<file path="config.mk">
export PLATFORM = sky130hd
export DESIGN_NAME = serial_adder_ctrl
export DESIGN_NICKNAME = d
export VERILOG_FILES = /design/src/rtl/adder_pkg.sv /design/src/rtl/serial_fa_cell.sv /design/src/rtl/serial_adder_ctrl.sv
export SDC_FILE = /design/constraint.sdc
export NUM_CORES = 1
export LEC_CHECK = 0
export ABC_CLOCK_PERIOD_IN_PS = 3300
export BUFFER_PORTS_ARGS = -buffer_cell sky130_fd_sc_hd__buf_2
export CAP_MARGIN = 10
export CORE_MARGIN = 2
export CORE_UTILIZATION = 45
export CTS_BUF_LIST = sky130_fd_sc_hd__clkbuf_8
export CTS_CLUSTER_DIAMETER = 100
export CTS_CLUSTER_SIZE = 20
export DETAILED_ROUTE_END_ITERATION = 16
export GPL_ROUTABILITY_DRIVEN = 0
export PLACE_DENSITY = 0.77
export SYNTH_ARGS = -nofsm -noshare
export SYNTH_HDL_FRONTEND = slang
export SYNTH_SLANG_ARGS = --single-unit
</file>
<file path="constraint.sdc">
create_clock -name clk -period 3.3 [get_ports clk]
set_clock_uncertainty 0.15 [all_clocks]
set_input_delay 0.33 -clock clk [delete_from_list [all_inputs] [get_ports clk]]
set_output_delay 0.33 -clock clk [all_outputs]
set_load 0.1 [all_outputs]
</file>
<file path="src/rtl/adder_pkg.sv">
// Shared definitions for the bit-serial adder: FSM state encoding and default width.
package adder_pkg;

  localparam int DEFAULT_WIDTH = 8;

  typedef enum logic [1:0] {
    ST_IDLE = 2'd0,
    ST_RUN  = 2'd1,
    ST_DONE = 2'd2
  } state_t;

endpackage

</file>
<file path="src/rtl/serial_fa_cell.sv">
// Combinational 1-bit full adder; the single arithmetic cell time-shared by the serial adder.
module serial_fa_cell (
  input  logic i_a,
  input  logic i_b,
  input  logic i_ci,
  output logic o_s,
  output logic o_co
);

  logic w_p;

  assign w_p  = i_a ^ i_b;
  assign o_s  = w_p ^ i_ci;
  assign o_co = (i_a & i_b) | (i_ci & w_p);

endmodule

</file>
<file path="src/rtl/serial_adder_ctrl.sv">
// Bit-serial add sequencer: loads a, b, cin, steps one full-adder cell LSB-first for WIDTH
// cycles, then holds sum/cout on an output handshake until the consumer takes them.
module serial_adder_ctrl
  import adder_pkg::*;
#(
  parameter int WIDTH = DEFAULT_WIDTH
) (
  input  logic             clk,
  input  logic             rst,
  input  logic             in_valid,
  output logic             in_ready,
  input  logic [WIDTH-1:0] a,
  input  logic [WIDTH-1:0] b,
  input  logic             cin,
  output logic             out_valid,
  input  logic             out_ready,
  output logic [WIDTH-1:0] sum,
  output logic             cout,
  output logic             busy,
  output state_t           dbg_state
);

  localparam int CNT_W = $clog2(WIDTH);

  // Handshakes: a transfer happens on the rising edge where valid & ready are both high.
  // in_ready is high only in IDLE, out_valid only in DONE; neither side's ready depends on
  // the other side's valid, so no combinational path crosses the block.

  state_t             r_state;
  state_t             w_next_state;
  logic [WIDTH-1:0]   r_a_sr;
  logic [WIDTH-1:0]   r_b_sr;
  logic [WIDTH-1:0]   r_sum;
  logic [CNT_W-1:0]   r_cnt;
  logic               r_carry;
  logic               r_cout;
  logic               w_s;
  logic               w_c;
  logic               w_last;

  serial_fa_cell u_cell (
    .i_a  (r_a_sr[0]),
    .i_b  (r_b_sr[0]),
    .i_ci (r_carry),
    .o_s  (w_s),
    .o_co (w_c)
  );

  assign w_last = (r_cnt == CNT_W'(WIDTH - 1));

  always_comb begin
    w_next_state = r_state;
    in_ready     = 1'b0;
    out_valid    = 1'b0;
    busy         = 1'b0;
    case (r_state)
      ST_IDLE: begin
        in_ready = 1'b1;
        if (in_valid) w_next_state = ST_RUN;
      end
      ST_RUN: begin
        busy = 1'b1;
        if (w_last) w_next_state = ST_DONE;
      end
      ST_DONE: begin
        busy      = 1'b1;
        out_valid = 1'b1;
        if (out_ready) w_next_state = ST_IDLE;
      end
      default: w_next_state = ST_IDLE;
    endcase
  end

  always_ff @(posedge clk or posedge rst) begin
    if (rst) r_state <= ST_IDLE;
    else     r_state <= w_next_state;
  end

  // The sum register fills from the top so that after WIDTH shifts bit 0 lands at index 0.
  always_ff @(posedge clk or posedge rst) begin
    if (rst) begin
      r_a_sr  <= '0;
      r_b_sr  <= '0;
      r_sum   <= '0;
      r_cnt   <= '0;
      r_carry <= 1'b0;
      r_cout  <= 1'b0;
    end else begin
      case (r_state)
        ST_IDLE: begin
          if (in_valid) begin
            r_a_sr  <= a;
            r_b_sr  <= b;
            r_carry <= cin;
            r_cnt   <= '0;
          end
        end
        ST_RUN: begin
          r_sum   <= {w_s, r_sum[WIDTH-1:1]};
          r_a_sr  <= {1'b0, r_a_sr[WIDTH-1:1]};
          r_b_sr  <= {1'b0, r_b_sr[WIDTH-1:1]};
          r_carry <= w_c;
          r_cnt   <= r_cnt + 1'b1;
          if (w_last) r_cout <= w_c;
        end
        default: ;
      endcase
    end
  end

  assign sum       = r_sum;
  assign cout      = r_cout;
  assign dbg_state = r_state;

endmodule

</file>
==> impl_results.md, run 1 <==
* Final setup vio count at 0
* Commonest non-fill, non-tap cell in the layout: buf_2
* NumNets Final at 187
* Area grow syn2layout at 22.92%
* Maximum clock path buffer count at 2
* I/O Buffers at 34
* Largest net degree at the start of global routing at 33
* Die area at 3645 µm²
* Core Rows at 20
* ANT nets after route at 0
* Synth Instances at 121
* Busiest layer in global routing: met2
* Footprint of the multi-input gates at 598.1 µm²
* Drt pass-1 iters at 4
* Post-synth ARST share at 1.000
* CTS tree: done
* 1st-iter DRT viols at 43
* Slew Limit Headroom at 0.5616
* Post-synthesis adder-cell area fraction at 0.05774
* Post-CTS setup buffer count at 0
* Global-route wire length before repair at 4609 µm
* Xor/xnor share of the synthesized area at 0
* Htree depth at 2
* Largest family of logic cells by synthesized area: multiplexers
* Vias in the first global route at 1088
* Antenna cells at 0
* Global Route met2 Usage at 0.2997
* Most frequent cells in the layout: 34 x buf_2, 31 x dfrtp_1, 20 x nand2_1
* Multiplexer area fraction after synthesis at 0.1934
* Cell variety after synth at 21
* Flops & latches, synth at 31
* Initial core utilization at 0.4723
* Crit-path max FO at 12
* Synth Area in Compound Gates at 0.09361
* GRT Resource Usage Total at 0.1766
* Initial antenna violation count at 0
* WHS at 182.0 ps
* Share of cells above drive strength 1 at 0.3500
* Routed WL at 2684 µm
* Syn_nets at 148
* Core Area at 3028 µm²
* M1 GR Usage at 0.1953
* CP arrival at 2150 ps
* Fin. max-slew vios at 0
* Outcome: finished, final reports clean
* Die width at 60.38 µm
* Hpwl dp at 1955 µm
* Via Count at 1018
* # IOs at 35
* Startpoint types: flip-flop
* Final hold violations at 0
* Via/cell ratio at 4.990
* Crit Path Category: flip-flop to flip-flop
* CTS sink count at 31
* Synth Area per Inst at 11.82 µm²
* Fin crit share at 0.6472
* Netlist Area Pre-Place at 1430 µm²
* Drt wl/cell at 13.16 µm
* Worst path required time at 3310 ps
* Root buffer cell: clkbuf_8
* Synth Warn # at 0
* Worst-path clk slew at 70 ps
* Clock latency at the later pin of the worst-skew pair at 280 ps
* Endpoint class of the critical path: flip-flop
* FMAX at 0.4682 GHz
* EDFF count, synth at 0
* Met3 Resource Use GR at 0.07889
* Reg area at 775.7 µm²
* HP Class: primary input to flip-flop
* # DRC at 0
* Tmin final at 2136 ps
* RSZ-0062 raised after global routing: no
* Max cap viols at 0
* Setup TNS at 0 ps
* Simple-gate portion of the synthesized area at 0.07349
* Seq/Total Area, Yosys at 0.5424
* Grt total ovfl at 0
* Die H at 60.38 µm
* Worst-margin pin slew at 657.6 ps
* Filler Cells Inserted at 267
* CTS buffer count at 5
* Top_reg_cell synth: dfrtp_1
==> flip-flops by register name, summed over array words and instances (netlist names) <==
register and cells:
r_a_sr 8, r_b_sr 8, sum 8, r_cnt 3
dbg_state 2, cout 1, r_carry 1
==> cell usage after synthesis, types with 2 or more instances <==
library cell,instances,area share
inv_1,5,0.013
nand2_1,20,0.052
o21ai_1,2,0.0070
buf_2,2,0.0070
dfrtp_1,31,0.54
a32o_1,2,0.014
a31oi_1,2,0.0087
mux2_2,10,0.079
ha_1,5,0.044
o21ai_0,15,0.052
buf_4,3,0.016
mux2i_1,15,0.10
==> worst max-delay path: stages, from the launching register on <==
cell	delay, ps
dfrtp_1	410
inv_1	100
ha_1	580
inv_1	200
o211ai_1	230
mux2_2	350
==> per-layer routing <==
metal  wire, µm  vias to the layer above
met3        158                        5
met5          0                        -
met1       1168                      490
li1           -                      496
met4         25                        0
met2       1331                       27
==> per-stage QoR <==
| stage | std cells | setup slack, ps | area [µm²] | util |
|---|---|---|---|---|
| 3_3_place_gp | 195 | 1288 | 1633 | 0.5393 |
| 2_1_floorplan | 121 | 348.3 | 1430 | - |
| 3_5_place_dp | 195 | 1194 | 1633 | 0.5393 |
| 5_1_grt | 204 | 1072 | 1758 | 0.5806 |
| 6_report | 204 | 1164 | 1758 | 0.5806 |
| 4_1_cts | 202 | 1168 | 1720 | 0.5682 |
==> cells by family (layout without fill, tap and decap cells) <==
kind of cell	after synthesis	count (layout)
DFF	31	31
and+or+nand+nor	24	24
AOI/OAI and AO/OA	23	23
adders and majority gates	6	6
muxes	26	26
buffers and inverters	11	50
==> repair_timing <==
action | in CTS | in global routing
gates resized for setup | 0 | 0
setup endpoints to repair | 0 | 0
endpoints found under the hold margin | 0 | 13
hold buffers | 0 | 1
==> area by class of cell <==
type | instances | area share
flip-flops and latches | 31 | 0.4413
multi-input cells | 79 | 0.3402
repair buffers | 38 | 0.1267
clock buffers | 6 | 0.04697
well taps | 44 | 0.03132
inverters | 5 | 0.01068
clock inverters | 1 | 0.002847
==> path summary, 6_finish.rpt <==
check / cells past startpoint / slack [ps] / from / end
min: 3 / 180 / a[7] / r_a_sr[7]
max: 5 / 1160 / dbg_state[1] / dbg_state[0]
min in group asynchronous: 3 / 520 / rst / r_a_sr[1]
min reg2reg: 1 / 330 / r_cnt[0] / r_cnt[0]
max reg2reg: 5 / 1160 / dbg_state[1] / dbg_state[0]
max in group asynchronous: 4 / 1980 / rst / r_cnt[1]
Power of run 1 is left out: the tool's default activity adds up to more than one toggle a clock period on the data nets, which glitch-free logic cannot reach.
==> inputs of run 2 (changes only) <==
--- a/config.mk
+++ b/config.mk
@@ -5,7 +5,7 @@
 export SDC_FILE = /design/constraint.sdc
 export NUM_CORES = 1
 export LEC_CHECK = 0
-export ABC_CLOCK_PERIOD_IN_PS = 3300
+export ABC_CLOCK_PERIOD_IN_PS = 1800
 export BUFFER_PORTS_ARGS = -buffer_cell sky130_fd_sc_hd__buf_2
 export CAP_MARGIN = 10
 export CORE_MARGIN = 2
@@ -15,7 +15,7 @@
 export CTS_CLUSTER_SIZE = 20
 export DETAILED_ROUTE_END_ITERATION = 16
 export GPL_ROUTABILITY_DRIVEN = 0
-export PLACE_DENSITY = 0.77
+export PLACE_DENSITY = 0.8
 export SYNTH_ARGS = -nofsm -noshare
 export SYNTH_HDL_FRONTEND = slang
 export SYNTH_SLANG_ARGS = --single-unit
==> constraint.sdc (replaced) <==
create_clock -name clk -period 1.8 [get_ports clk]
set_clock_uncertainty 0.15 [all_clocks]
set_input_delay 0.18 -clock clk [delete_from_list [all_inputs] [get_ports clk]]
set_output_delay 0.18 -clock clk [all_outputs]
set_load 0.1 [all_outputs]
==> impl_results.md, run 2 (same netlist as run 1, synthesis figures left out) <==
* Final setup vio count at 0
* Root buffer cell: clkbuf_8
* Footprint of the multi-input gates at 625.6 µm²
* Setup TNS at 0 ps
* Die H at 60.38 µm
* CTS sink count at 31
* Maximum clock path buffer count at 2
* Tmin final at 1717 ps
* Hold path start: a[7]
* Routed WL at 2535 µm
* Endpoint class of the critical path: flip-flop
* Startpoint types: flip-flop
* I/O Buffers at 34
* GRT Resource Usage Total at 0.1677
* Die width at 60.38 µm
* Largest net degree at the start of global routing at 35
* Outcome: finished, final reports clean
* ANT nets after route at 0
* Grt total ovfl at 0
* Slew Limit Headroom at 0.6773
* Share of cells above drive strength 1 at 0.4085
* Die area at 3645 µm²
* CTS buffer count at 5
* Hold path cells at 3
* Vias in the first global route at 1031
* CP arrival at 1700 ps
* Drt pass-1 iters at 4
* Clock latency at the later pin of the worst-skew pair at 270 ps
* Crit-path max FO at 6
* Fin crit share at 0.9539
* Worst reg2reg setup slack at 80 ps
* Place WS at 77.98 ps
* 1st-iter DRT viols at 19
* Hold Path Sink: r_a_sr[7]
* Via Count at 1021
* Worst path required time at 1790 ps
* Core Rows at 20
* RSZ-0062 raised after global routing: no
* Reg area at 783.3 µm²
* HP Class: primary input to flip-flop
* Global-route wire length before repair at 4291 µm
* Filler Cells Inserted at 257
* Worst r2r src: dbg_state[1]
* Commonest non-fill, non-tap cell in the layout: buf_2
* Crit Path Category: flip-flop to flip-flop
* CTS tree: done
* Htree depth at 2
* Max cap viols at 0
* Initial core utilization at 0.4723
* Worst Setup Slack, final at 82.94 ps
* Worst-path clk slew at 60 ps
* Final hold violations at 0
* Antenna cells at 0
* # DRC at 0
* Area grow syn2layout at 30.45%
* Core Area at 3028 µm²
* FMAX at 0.5824 GHz
* Fin. max-slew vios at 0
* Most frequent cells in the layout: 31 x buf_2, 29 x dfrtp_1, 20 x nand2_1
* NumNets Final at 191
* Worst R2R Path Depth at 6
* # IOs at 35
* Via/cell ratio at 4.909
* R2r endpoint: dbg_state[1]
* Worst-margin pin slew at 487.4 ps
* Initial antenna violation count at 0
* Drt wl/cell at 12.19 µm
* Hpwl dp at 1849 µm
## run 2: cell types whose count changed in the layout (fill, tap and decap cells not counted), sizes merged
cell and change:
buf +4
## run 2: area by class of cell
class / instances / area share
Clock buffer: 6 / 0.04427
Clock inverter: 1 / 0.002683
Inverter: 5 / 0.01274
Multi-Input combinational cell: 79 / 0.3353
Sequential cell: 31 / 0.4199
Tap cell: 44 / 0.02951
Timing Repair Buffer: 42 / 0.1556
## run 2: worst max-delay path: stages (launching register included)
cell	delay (ps)
dfrtp_4	510
inv_4	80
ha_4	150
or2b_4	270
buf_4	160
a31oi_1	180
a31oi_1	90
## run 2: worst max path at each step
stage | from | endpoint | slack, ps | depth (start not counted)
after detailed placement | dbg_state[1] | dbg_state[0] | 80 | 5
after CTS | dbg_state[1] | dbg_state[0] | 60 | 5
final | dbg_state[1] | dbg_state[1] | 80 | 6
after floorplan | dbg_state[0] | dbg_state[0] | -340 | 5
after global placement | dbg_state[1] | cout | 130 | 5
after global routing | dbg_state[0] | dbg_state[0] | 30 | 5
## run 2: metrics by stage
stage	utilization	area [µm²]	cells	hold WS, ps
2_1_floorplan	-	1475	121	133.5
3_3_place_gp	0.5831	1765	200	120.6
3_5_place_dp	0.5831	1765	200	129.4
4_1_cts	0.6153	1863	208	20.19
5_1_grt	0.6161	1866	208	27.43
6_report	0.6161	1866	208	30.16
## run 2: per-layer routing
metal,GRT usage,share of wire,vias to the layer above
li1,-,-,509
met1,0.1819,0.43,477
met2,0.2764,0.49,28
met3,0.06183,0.053,7
met4,0.1079,0.026,0
met5,0,0,-
## run 2: repair_timing
action,CTS,global route
hold endpoints to repair,31,0
endpoints found under the setup margin,0,1
buffers inserted,0,0
resized for setup,0,1
hold buffers,1,0
Power of run 2 is left out for the same reason.
